`src/rtl/morse_message_controller.sv`:
```
`default_nettype none
// +--------------------------------------------------------------------------+
// | morse_message_controller: 4-deep letter FIFO feeding a Morse serialiser.  |
// | Revision: 1.0                                                            |
// +--------------------------------------------------------------------------+
module morse_message_controller #(
  parameter int CLOCK_FREQUENCY = 500
) (
  input  logic       ClockIn,
  input  logic       Reset,
  input  logic       Push,
  input  logic [2:0] Letter,
  input  logic       Start,
  output logic       DotDashOut,
  output logic       NewBitOut,
  output logic       Busy,
  output logic       Full,
  output logic       Done
);
  localparam int HALF   = CLOCK_FREQUENCY / 2;
  localparam int TICK_W = $clog2(HALF) + 1;
  localparam logic [TICK_W-1:0] c_tick_reload = TICK_W'(HALF - 1);
  localparam logic [TICK_W-1:0] c_tick_one    = TICK_W'(1);

  typedef enum logic [2:0] {
    IDLE  = 3'd0,
    LOAD  = 3'd1,
    SHIFT = 3'd2,
    GAP   = 3'd3,
    DONE  = 3'd4
  } state_t;

  state_t            r_state;
  logic [2:0]        r_fifo [4];
  logic [1:0]        r_wr_ptr;
  logic [1:0]        r_rd_ptr;
  logic [2:0]        r_count;
  logic [11:0]       r_shifter;
  logic [3:0]        r_bit_cnt;
  logic [1:0]        r_gap_cnt;
  logic [TICK_W-1:0] r_tick;

  logic              w_pop;
  logic              w_push;
  logic [11:0]       w_head_pattern;

  function automatic logic [11:0] letter_pattern(input logic [2:0] code);
    logic [11:0] p;
    case (code)
      3'd0:    p = 12'b101110000000;
      3'd1:    p = 12'b111010101000;
      3'd2:    p = 12'b111010111010;
      3'd3:    p = 12'b111010100000;
      3'd4:    p = 12'b100000000000;
      3'd5:    p = 12'b101011101000;
      3'd6:    p = 12'b111011101000;
      default: p = 12'b101010100000;
    endcase
    return p;
  endfunction

  // LOAD is only ever entered with count > 0, so the pop never underflows.
  // A push on a full FIFO still lands when the head is popped in the same cycle.
  assign w_pop          = (r_state == LOAD);
  assign w_push         = Push && !Reset && ((r_count != 3'd4) || w_pop);
  assign w_head_pattern = letter_pattern(r_fifo[r_rd_ptr]);
  assign Full           = (r_count == 3'd4);

  always_ff @(posedge ClockIn) begin
    if (w_push) begin
      r_fifo[r_wr_ptr] <= Letter;
    end
  end

  always_ff @(posedge ClockIn) begin
    if (Reset) begin
      r_wr_ptr <= 2'd0;
      r_rd_ptr <= 2'd0;
      r_count  <= 3'd0;
    end else begin
      if (w_push) r_wr_ptr <= r_wr_ptr + 2'd1;
      if (w_pop)  r_rd_ptr <= r_rd_ptr + 2'd1;
      case ({w_push, w_pop})
        2'b10:   r_count <= r_count + 3'd1;
        2'b01:   r_count <= r_count - 3'd1;
        default: r_count <= r_count;
      endcase
    end
  end

  always_ff @(posedge ClockIn) begin
    if (Reset) begin
      r_state    <= IDLE;
      r_shifter  <= 12'd0;
      r_bit_cnt  <= 4'd0;
      r_gap_cnt  <= 2'd0;
      r_tick     <= '0;
      DotDashOut <= 1'b0;
      NewBitOut  <= 1'b0;
      Busy       <= 1'b0;
      Done       <= 1'b0;
    end else begin
      NewBitOut <= 1'b0;
      Done      <= 1'b0;
      case (r_state)
        IDLE: begin
          DotDashOut <= 1'b0;
          if (Start && (r_count != 3'd0)) begin
            r_state <= LOAD;
            Busy    <= 1'b1;
          end
        end
        LOAD: begin
          r_shifter  <= w_head_pattern;
          r_bit_cnt  <= 4'd11;
          r_tick     <= c_tick_reload;
          DotDashOut <= w_head_pattern[11];
          NewBitOut  <= 1'b1;
          r_state    <= SHIFT;
        end
        SHIFT: begin
          if (r_tick != '0) begin
            r_tick <= r_tick - c_tick_one;
          end else if (r_bit_cnt != 4'd0) begin
            r_shifter  <= {r_shifter[10:0], 1'b0};
            r_bit_cnt  <= r_bit_cnt - 4'd1;
            r_tick     <= c_tick_reload;
            DotDashOut <= r_shifter[10];
            NewBitOut  <= 1'b1;
          end else if (r_count != 3'd0) begin
            r_state    <= GAP;
            r_tick     <= c_tick_reload;
            r_gap_cnt  <= 2'd2;
            DotDashOut <= 1'b0;
          end else begin
            r_state    <= DONE;
            Done       <= 1'b1;
            DotDashOut <= 1'b0;
          end
        end
        GAP: begin
          DotDashOut <= 1'b0;
          if (r_tick != '0) begin
            r_tick <= r_tick - c_tick_one;
          end else if (r_gap_cnt != 2'd0) begin
            r_gap_cnt <= r_gap_cnt - 2'd1;
            r_tick    <= c_tick_reload;
          end else begin
            r_state <= LOAD;
          end
        end
        DONE: begin
          DotDashOut <= 1'b0;
          Busy       <= 1'b0;
          r_state    <= IDLE;
        end
        default: begin
          DotDashOut <= 1'b0;
          Busy       <= 1'b0;
          r_state    <= IDLE;
        end
      endcase
    end
  end
endmodule
`default_nettype wire

```
`config.mk`:
```
export PLATFORM = sky130hd
export DESIGN_NAME = morse_message_controller
export DESIGN_NICKNAME = d
export VERILOG_FILES = /design/src/rtl/morse_message_controller.sv
export SDC_FILE = /design/constraint.sdc
export NUM_CORES = 1
export LEC_CHECK = 0
export ABC_AREA = 1
export BUFFER_PORTS_ARGS = -buffer_cell sky130_fd_sc_hd__buf_2
export CAP_MARGIN = 20
export CORE_AREA = 2 2 72 74
export CTS_BUF_LIST = sky130_fd_sc_hd__clkbuf_4 sky130_fd_sc_hd__clkbuf_8
export CTS_CLUSTER_SIZE = 10
export DETAILED_ROUTE_END_ITERATION = 8
export DIE_AREA = 0 0 74 76
export PLACE_DENSITY_LB_ADDON = 0.15
export SYNTH_ARGS = -nofsm -noshare
export SYNTH_HDL_FRONTEND = slang
export SYNTH_SLANG_ARGS = --single-unit
```
`constraint.sdc`:
```
create_clock -name ClockIn -period 4 [get_ports ClockIn]
set_input_delay 0.8 -clock ClockIn [delete_from_list [all_inputs] [get_ports ClockIn]]
set_output_delay 0.8 -clock ClockIn [all_outputs]
set_load 0.005 [all_outputs]
```
# ---- Word level (Yosys, flattened, before mapping)
# Memories as Yosys holds them, arrays and structs flattened. A register that Yosys moved wholly into a read port is not among the register bits.
# Cells that the tools add are included.
dict set report op_classes {
  bitwise 2
  add_sub_neg 7
  n_eq_ne 23
  mux 40
  reduce_logical 22
}
# cell n
set ops {}
lappend ops {{one-hot mux 11 bit (7 select lines)} 1}
lappend ops {{two-way mux 9 bit} 5}
lappend ops {{one-hot mux 9 bit (3 select lines)} 1}
lappend ops {{two-way mux 11 bit} 2}
lappend ops {{one-hot mux 11 bit (2 select lines)} 1}
lappend ops {{two-way mux 3 bit} 6}
lappend ops {{!= test 2 bit (second input constant)} 8}
lappend ops {{two-way mux 2 bit} 7}
lappend ops {{== test 3 x 2 -> 1 bit (second input constant)} 4}
lappend ops {{== test 3 bit (second input constant)} 4}
lappend ops {{one-hot mux 3 bit (4 select lines)} 1}
lappend ops {{nonzero test 9 bit} 1}
lappend ops {{subtractor 9 x 1 -> 9 bit (second input constant)} 1}
lappend ops {{two-way mux 1 bit} 8}
lappend ops {{two-way mux 4 bit} 2}
lappend ops {{one-hot mux 4 bit (2 select lines)} 1}
lappend ops {{nonzero test 2 bit} 4}
lappend ops {{== test 3 x 1 -> 1 bit (second input constant)} 2}
lappend ops {{logical NOT 3 bit} 2}
lappend ops {{!= test 3 bit (second input constant)} 2}
lappend ops {{one-hot mux 1 bit (2 select lines)} 3}
lappend ops {{one-hot mux 3 bit (2 select lines)} 1}
lappend ops {{AND reduction 3 bit} 2}
lappend ops {{AND reduction 6 bit} 1}
lappend ops {{other kinds (19)} 24}
dict set report word_totals {
  mem_bits_rw 12
  in_bits 7
  mem_count 1
  out_inout_bits 5
  wordCells 107
  regBits 40
}
# memory words width rd rd_ports_with_merged_regs write_ports line
set mem_list {}
lappend mem_list {r_fifo 4 3 1 1 1 34} ;# logic [2:0] r_fifo [4];

# ---- Longest topological paths before layout
# Gate-level depths: netlist of run 1.
dict set report logic_depth {
  word_depth 5
  ltp_mapped 13
  mapped_depth_nobuf 13
}

# ---- Least setup slack after synthesis of run 1
# No wires, ideal clock.
dict set report synth_timing {
  kind {input to register}
  startpoint {input port Reset}
  endpoint {register r_count[2]}
  setup_ns 0.113
  cell_stages 7
  t_required_ns 3.887
  path_buffers 1
  slack_ns 2.007
  t_arrival_ns 1.880
  cell_sequence {clkbuf_1 o21ai_2 fa_1 o21ai_1 nand2_1 nand2_1 nor2_1}
}
dict set report synth_via {
  elab_chain_len 5
  word_cells_on_any_way 7
  cone_classes {2 x eq/ne; 1 x mux; 4 x reduce/logical}
}
# item line
set synth_rtl {}
lappend synth_rtl {{start, declared} 10} ;# input logic Reset,
lappend synth_rtl {{logical NOT 1 bit} 65} ;# assign w_push = Push && !Reset && ((r_count != 3'd4) || w_pop);
lappend synth_rtl {{logical AND 1 bit (2 in a row)} 65}
lappend synth_rtl {{== test 2 x 1 -> 1 bit / == test 2 bit (equally long branches)} 83} ;# case ({w_push, w_pop})
lappend synth_rtl {{one-hot mux 3 bit (2 select lines) / nonzero test 2 bit (equally long branches)} -}
lappend synth_rtl {{end signal, assigned} 84} ;# 2'b10: r_count <= r_count + 3'd1;
lappend synth_rtl {{end signal, assigned} 85} ;# 2'b01: r_count <= r_count - 3'd1;
lappend synth_rtl {{end signal, assigned} 86} ;# default: r_count <= r_count;
lappend synth_rtl {{end, declared} 37} ;# logic [2:0] r_count;
# Several ways; a longest one is shown, not always the timed one.
# A chain may end at the register's enable or synchronous reset.

==> out/results.ini, run 1 <==
[placement]
dp_slack_ns = 1.92
placed_cell_area_mm2 = 0.00286
gp_congestion = 0.801
place_inst = 441
place_hpwl_mm = 3.60
numPortBuffers = 11

[critical_path]
arrival_ns = 2.27
r2r_cells = 12
path_max_fanout = 7
crit_path_top_delay_cell = dfxtp_1
worstSetupEndpointType = flip-flop
crit_top_cell = nand2_1
slowest_delay_ns = 0.47
required_ns = 4.22
cp_top_family = simple AND/OR/NAND/NOR gates
crit_buf_inv = 2
reg2reg_to = r_shifter[7]
crit_chain = inv_1 > nand2_1 > nand3_1 > nand2_1 > inv_1 > ha_1 > nor2_1 > nand2_1 > o21ai_0 > nand2_1 > nor2_1 > nor2_1
r2r_slack_ns = 1.95
crit_type = reg -> reg
worstSetupStartpointType = flip-flop

[clock_tree]
cts.sinks = 53
htree_levels = 2
cts_hold_buf = 0
numCtsBuffers = 5
cts_tree = done
cts.path.max_buffers = 2
cts_resized = 0
path_clk_slew_ns = 0.10
post-cts-setup-buffer-count = 0
insertion_delay_ns = 0.32
cts_root_buf = clkbuf_8

[timing]
fmax_mhz = 489
setup_viol = 0
finalCritPeriodShare_pct = 51.1
hold_ws_ns = 0.456
relSlewSlack_pct = 56.4
skew_ns = 0.00844
fin_ws_ns = 1.95
rsz0062_at_grt = no
worst_pin_slew_ns = 0.653
slew_viol_final = 0
hold_viol = 0
fin_tns_setup_ns = 0
fin_crit_ns = 2.05

[hold_path]
hold_path_class = reg -> reg
min_path_cells = 2
hp-start = r_tick[8]
whs_endpoint = r_tick[8]

[die]
die_w_um = 74
dieArea_mm2 = 0.00562
row_count = 26
io_pins = 12
dieHeight_um = 76
initial_core_util_pct = 56.0
core_area_mm2 = 0.00491

[final_layout]
final_cell_area_mm2 = 0.00296
insertedDiodeCount = 0
drive_gt1_share_pct = 11.6
fin_util_pct = 60.2
nNetsFinal = 398
stdcell_count = 449
area_delta_synth_final_pct = 7.41

[synthesis]
syn_area_per_cell_um2 = 7.52
synth_xor_area_share_pct = 0.955
synth.area.mux_share_pct = 0
synth-simple-area-share_pct = 34.1
synthAdderAreaFrac_pct = 6.18
synth-seq-cells = 53
synth_top_family_by_area = simple AND/OR/NAND/NOR gates
synth_seq_area_share_pct = 42.9
syn_nets = 386
synth_cell_type_count = 34
synth_cells = 366
synth_compound_area_share_pct = 8.27
synthesis.area_mm2 = 0.00275
ys_warn_count = 0

[power]
pwr-share-comb_pct = 45.3
power_mw = 2.01
p_leak_nw = 1.37
p_seq_share_pct = 38.6
internal_power_mw = 1.11
sw_frac_of_total_pct = 44.7
clkPwrFrac_pct = 16.1
power.switching_mw = 0.895
p_per_area_mw_per_mm2 = 678
peakVddDrop_v = 0.000321

[route]
first_iter_violations = 139
first_pass_iters = 4
wl_per_cell_um = 11.3
vias = 2203
drtAntennaViolNets = 0
drc = 0
post_drt_via_cell_ratio = 4.91
routed_wl_mm = 5.06

[global_routing]
busiest_layer = met2
track_usage_pct = 19.5
antenna_found_initial = 0
grt_pass1_wl_mm = 8.55
grt_max_degree = 22
gr-usage-met3_pct = 4.37
use_met2_pct = 30.5
grt_pass1_vias = 1974
use_met1_pct = 26.3
grt_overflow = 0

[run_status]
outcome = complete, no violations

[run]
maxCapViolCount = 0

==> layer usage <==
layer,vias to the layer above,share of wire [%]
li1,1176,-
met1,1002,49
met2,19,47
met3,6,2.6
met4,0,1.6
met5,-,0
==> area by class of cell <==
type	count	area (um2)
Fill cell	456	1960
Timing Repair Buffer	11	55.1
Tap cell	70	87.6
Clock buffer	5	68.8
Clock inverter	3	25.0
Sequential cell	53	1180
Multi-Input combinational cell	260	1360
Inverter	47	176
==> logic make-up after synthesis <==
group | count (synthesis)
compound gates | 42
simple gates | 202
flops | 53
xor+xnor | 3
fa+ha+maj | 13
buf+inv | 53
==> worst reg2reg max path, cell delays in order (launching register included) <==
cell and delay, ns:
dfxtp_1 0.47, inv_1 0.17, nand2_1 0.09, nand3_1 0.08, nand2_1 0.17, inv_1 0.06, ha_1 0.22, nor2_1 0.16
nand2_1 0.07, o21ai_0 0.21, nand2_1 0.08, nor2_1 0.11, nor2_1 0.05
==> registers in the layout, summed over array words and instances, names as in the netlist, named ones only <==
signal,flops
r_bit_cnt,4
Busy,1
r_count,3
r_gap_cnt,2
r_wr_ptr,2
r_fifo,12
NewBitOut,1
r_state,3
r_rd_ptr,2
Done,1
DotDashOut,1
r_tick,9
r_shifter,10
==> layout by cell type (no fill, tap or decap) <==
master      netlist  final
nor2_4            5      5
nor3b_1           1      1
xnor2_1           1      1
ha_1             12     12
nor3_1            3      3
nor2_2            1      1
inv_2             4      4
o21ai_0          13     13
nand3_1          20     20
nand2_2           4      4
fa_1              1      1
nand3_2           1      1
nor2_1           50     50
nand2_4           3      3
nand3_4           2      2
a31oi_1           1      1
clkinv_1          1      1
xor2_1            2      2
o21ai_2           2      2
clkinvlp_4        0      1
a21oi_1          16     16
nand4_1           5      5
dfxtp_1          41     41
o21ai_1           7      7
nand2_1         105    105
inv_6             0      1
buf_2             2     11
clkinv_4          0      1
nor2_8            1      1
edfxtp_1         12     12
o31ai_1           2      2
inv_1            42     42
clkbuf_8          0      5
nor3_4            1      1
a21oi_2           1      1
==> worst max-delay path by stage <==
stage	slack (ns)	start	end	cells after the start
6_report	1.95	flip-flop	r_shifter[7]	12
5_1_grt	1.77	flip-flop	r_shifter[7]	12
4_1_cts	1.96	flip-flop	r_shifter[9]	12
3_5_place_dp	1.92	Reset	r_count[2]	7
3_3_place_gp	1.96	Reset	r_count[2]	7
2_1_floorplan	2.01	Reset	r_count[2]	7
==> synthesized netlist by cell type, drive strengths merged <==
master / instances / area share [%]
a31oi: 1 / 0.23
ha: 12 / 5.5
nand4: 5 / 1.1
clkbuf: 2 / 0.27
edfxtp: 12 / 13
nor3b: 1 / 0.27
buf: 4 / 0.91
dfxtp: 41 / 30
o21ai: 22 / 4.3
nand2: 112 / 16
clkinv: 1 / 0.14
fa: 1 / 0.73
nor2: 57 / 9.8
xnor2: 1 / 0.32
nand3: 23 / 5.3
inv: 46 / 6.3
a21oi: 17 / 3.2
xor2: 2 / 0.64
o31ai: 2 / 0.55
nor3: 4 / 1.1
==> power groups by stage <==
stage	registers (mW)	logic [mW]	clock network, mW
final	0.775	0.908	0.322
after global routing	0.793	1.06	0.347
after CTS	0.776	0.913	0.330
after detailed placement	0.787	0.906	0
after global placement	0.785	0.899	0
after floorplan	0.766	0.753	0
(Power assumes the default switching activity.)
==> run 2: changes to the inputs <==
--- a/config.mk
+++ b/config.mk
@@ -5,14 +5,14 @@
 export SDC_FILE = /design/constraint.sdc
 export NUM_CORES = 1
 export LEC_CHECK = 0
-export ABC_AREA = 1
+export ABC_AREA = 0
 export BUFFER_PORTS_ARGS = -buffer_cell sky130_fd_sc_hd__buf_2
 export CAP_MARGIN = 20
-export CORE_AREA = 2 2 72 74
+export CORE_AREA = 2 2 71 73
 export CTS_BUF_LIST = sky130_fd_sc_hd__clkbuf_4 sky130_fd_sc_hd__clkbuf_8
 export CTS_CLUSTER_SIZE = 10
 export DETAILED_ROUTE_END_ITERATION = 8
-export DIE_AREA = 0 0 74 76
+export DIE_AREA = 0 0 73 75
 export PLACE_DENSITY_LB_ADDON = 0.15
 export SYNTH_ARGS = -nofsm -noshare
 export SYNTH_HDL_FRONTEND = slang
==> constraint.sdc (replaced) <==
create_clock -name ClockIn -period 2.09 [get_ports ClockIn]
set_input_delay 0.418 -clock ClockIn [delete_from_list [all_inputs] [get_ports ClockIn]]
set_output_delay 0.418 -clock ClockIn [all_outputs]
set_load 0.005 [all_outputs]
==> run 2 against run 1 <==
Critical path depth shrank 5. Critical endpoint is now r_bit_cnt[1]. Synthesized area shrank 3.0%. Combinational power shrank 13%. Total power grew 36%. Die area shrank 2.6%. Via count shrank 0.36%. First-iteration DRC count grew 120%. Sequential power grew 57%. Largest cell class unchanged.
==> out/results.ini, run 2 <==
[die]
initial_core_util_pct = 57.3  ; was 56.0%
io_pins = 12  ; unchanged
row_count = 25  ; was 26
core_area_mm2 = 0.00466  ; was 0.00491 mm2
dieArea_mm2 = 0.00548  ; was 0.00562 mm2
dieHeight_um = 75  ; was 76 um
die_w_um = 73  ; was 74 um

[timing]
relSlewSlack_pct = 64.3  ; was 56.4%
fin_crit_ns = 2.01  ; was 2.05 ns
slew_viol_final = 0  ; unchanged
hold_viol = 0  ; unchanged
skew_ns = 0.0113  ; was 0.00844 ns
hold_ws_ns = 0.326  ; was 0.456 ns
fmax_mhz = 497  ; was 489 MHz
worst_pin_slew_ns = 0.521  ; was 0.653 ns
setup_viol = 0  ; unchanged
finalCritPeriodShare_pct = 96.2  ; was 51.1%

[route]
drc = 0  ; unchanged
wl_met3_um = 287  ; was 133 um
routed_wl_mm = 5.69  ; was 5.06 mm
wl_per_cell_um = 15.9  ; was 11.3 um
vias = 2195  ; was 2203
routed-wl-met2_mm = 2.66  ; was 2.36 mm
post_drt_via_cell_ratio = 6.11  ; was 4.91
drtAntennaViolNets = 0  ; unchanged
first_pass_iters = 4  ; unchanged
first_iter_violations = 305  ; was 139
top_layer_used = met4  ; unchanged
wl_met1_mm = 2.60  ; was 2.49 mm

[critical_path]
path_max_fanout = 9  ; was 7
arrival_ns = 2.22  ; was 2.27 ns
slowest_delay_ns = 0.47  ; about the same
crit_buf_inv = 2  ; unchanged
r2r_start = r_tick[0]
startpoint = r_tick[0]
cp_top_family = simple AND/OR/NAND/NOR gates  ; unchanged
crit_path_top_delay_cell = or4b_4  ; was dfxtp_1
worstSetupEndpointType = flip-flop  ; unchanged
crit_type = reg -> reg  ; unchanged
worstSetupStartpointType = flip-flop  ; unchanged
crit_chain = inv_1 > ha_1 > or4b_4 > nor4_2 > buf_4 > nor3_1 > a311oi_1  ; was inv_1 > nand2_1 > nand3_1 > nand2_1 > inv_1 > ha_1 > nor2_1 > nand2_1 > o21ai_0 > nand2_1 > nor2_1 > nor2_1
required_ns = 2.30  ; was 4.22 ns

[clock_tree]
insertion_delay_ns = 0.31  ; was 0.32 ns
numCtsBuffers = 5  ; unchanged
cts_hold_buf = 0  ; unchanged
cts_tree = done  ; unchanged
htree_levels = 2  ; unchanged
cts.path.max_buffers = 2  ; unchanged
cts.sinks = 53  ; unchanged
path_clk_slew_ns = 0.10  ; about the same
cts_root_buf = clkbuf_8  ; unchanged

[final_layout]
layout_commonest_cell = dfxtp_1  ; was nand2_1
largest_reg_flops = 12  ; unchanged
drive_gt1_share_pct = 22.6  ; was 11.6%
multi_input_comb_area_mm2 = 0.00139  ; was 0.00136 mm2
top_register = r_fifo  ; unchanged
insertedDiodeCount = 0  ; unchanged
reg_top3 = r_fifo: 12 flops, r_shifter: 10 flops, r_tick: 9 flops  ; unchanged
final_cell_mix = dfxtp_1, buf_4, a21oi_1, nor2_1  ; was nand2_1, nor2_1, inv_1, dfxtp_1, nand3_1
fillers = 376  ; was 456
nNetsFinal = 324  ; was 398
stdcell_count = 359  ; was 449
area_delta_synth_final_pct = 14.5  ; was 7.41%
ff_latch_area_mm2 = 0.00118  ; about the same

[power]
peakVddDrop_v = 0.000468  ; was 0.000321 V
p_leak_nw = 1.20  ; was 1.37 nW
p_per_area_mw_per_mm2 = 889  ; was 678 mW/mm2

[synthesis]
async_flop_share_pct = 0  ; unchanged
yosysTopAreaCell = dfxtp_1  ; unchanged
synthesis.area_mm2 = 0.00267  ; was 0.00275 mm2
ys_warn_count = 0  ; unchanged
synth_cells = 273  ; was 366
ys_top_cells_by_area = dfxtp_1, edfxtp_1, ha_1  ; was dfxtp_1, nand2_1, edfxtp_1
synth_seq_area_share_pct = 44.3  ; was 42.9%
synth-seq-cells = 53  ; unchanged
yosysMostFrequentCell = dfxtp_1  ; was nand2_1
synth_ff_type = dfxtp_1  ; unchanged
synthAdderAreaFrac_pct = 6.38  ; was 6.18%
synth_xor_area_share_pct = 1.31  ; was 0.955%
synth_common_cells = dfxtp_1, a21oi_1, nor2_1  ; was nand2_1, nor2_1, inv_1
synth.area.mux_share_pct = 2.53  ; was 0%
yosysTopAreaCellShare_pct = 30.8  ; was 29.8%
syn_area_per_cell_um2 = 9.78  ; was 7.52 um2
synth-simple-area-share_pct = 22.9  ; was 34.1%
syn_nets = 293  ; was 386
synth_compound_area_share_pct = 18.4  ; was 8.27%
synth_top_family_by_area = simple AND/OR/NAND/NOR gates  ; unchanged
synth_cell_type_count = 61  ; was 34
synth_edf_count = 12  ; unchanged

[placement]
numPortBuffers = 11  ; unchanged
place_hpwl_mm = 4.01  ; was 3.60 mm
gp_congestion = 0.880  ; was 0.801
place_inst = 349  ; was 441

[hold_path]
hold_path_class = in -> reg  ; was reg -> reg
hp-start = Letter[1]  ; was r_tick[8]

[run]
maxCapViolCount = 0  ; unchanged

[global_routing]
grt_pass1_vias = 1964  ; was 1974
antenna_found_initial = 0  ; unchanged
grt_overflow = 0  ; unchanged
grt_max_degree = 29  ; was 22
track_usage_pct = 22.5  ; was 19.5%
grt_pass1_wl_mm = 9.43  ; was 8.55 mm

[run_status]
outcome = complete, no violations  ; unchanged

-- run 2: cell types whose count changed after synthesis, sizes merged, moves of 7 or more --
cell,before,now
o21ai,22,11
nand2,112,14
nand3,23,12
nor2,57,19
clkbuf,2,9
inv,46,15
nor3,4,15
-- run 2: cells by family after synthesis --
logic type | after synthesis
AOI/OAI and AO/OA | 70
DFF | 53
xor gates and xnor gates | 4
muxes | 3
adders and majority gates | 13
buffers and inverters | 28
and+or+nand+nor | 102
-- run 2: report_power, final --
| group | total [mW] | internal [mW] | switching, mW |
|---|---|---|---|
| logic | 0.788 | 0.349 | 0.439 |
| clock network | 0.711 | 0.373 | 0.338 |
| registers | 1.22 | 1.14 | 0.0761 |
| total | 2.72 | 1.86 | 0.853 |
-- run 2: worst paths after layout --
path | end | slack, ns | cells past startpoint
max | r_bit_cnt[1] | 0.08 | 7
min | r_fifo[0][1] | 0.33 | 1
max reg2reg | r_bit_cnt[1] | 0.08 | 7
min reg2reg | r_shifter[1] | 0.48 | 2
-- run 2: worst register-to-register path, cell delays in order (launching register included) --
cell and delay, ns:
dfxtp_1 0.34, inv_1 0.10, ha_1 0.17, or4b_4 0.47, nor4_2 0.28, buf_4 0.22, nor3_1 0.06, a311oi_1 0.27
-- run 2: routing by layer --
layer  vias to the layer above  global-route usage (%)
li1                       1082                       -
met1                      1028                    31.0
met2                        71                    34.3
met3                        14                    5.22
met4                         0                    9.47
met5                         -                       0
-- run 2: stage by stage --
step	setup WS (ns)	TNS, ns	total power, mW	area, um2	utilization (%)
6_report	0.0799	0	2.72	3060	65.6
5_1_grt	-0.0104	-0.0215	2.87	3060	65.6
3_3_place_gp	0.135	0	1.99	2920	62.6
4_1_cts	0.0555	0	2.71	3030	65.1
2_1_floorplan	0.0285	0	1.76	2670	-
3_5_place_dp	0.0794	0	2.00	2920	62.6
-- run 2: cell type report --
| cell class | instances | area share [%] |
|---|---|---|
| multi-input combinational | 192 | 45.4 |
| clock inverter | 2 | 1.27 |
| sequential | 53 | 38.7 |
| tap | 54 | 2.21 |
| clock buffer | 6 | 2.50 |
| inverter | 16 | 1.97 |
| timing repair buffer | 36 | 7.94 |
-- run 2: timing repair --
item | in CTS | in global routing
setup endpoints to repair | 0 | 6
resized for setup | 0 | 3
endpoints found under the hold margin | 0 | 0
buffers inserted | 0 | 2
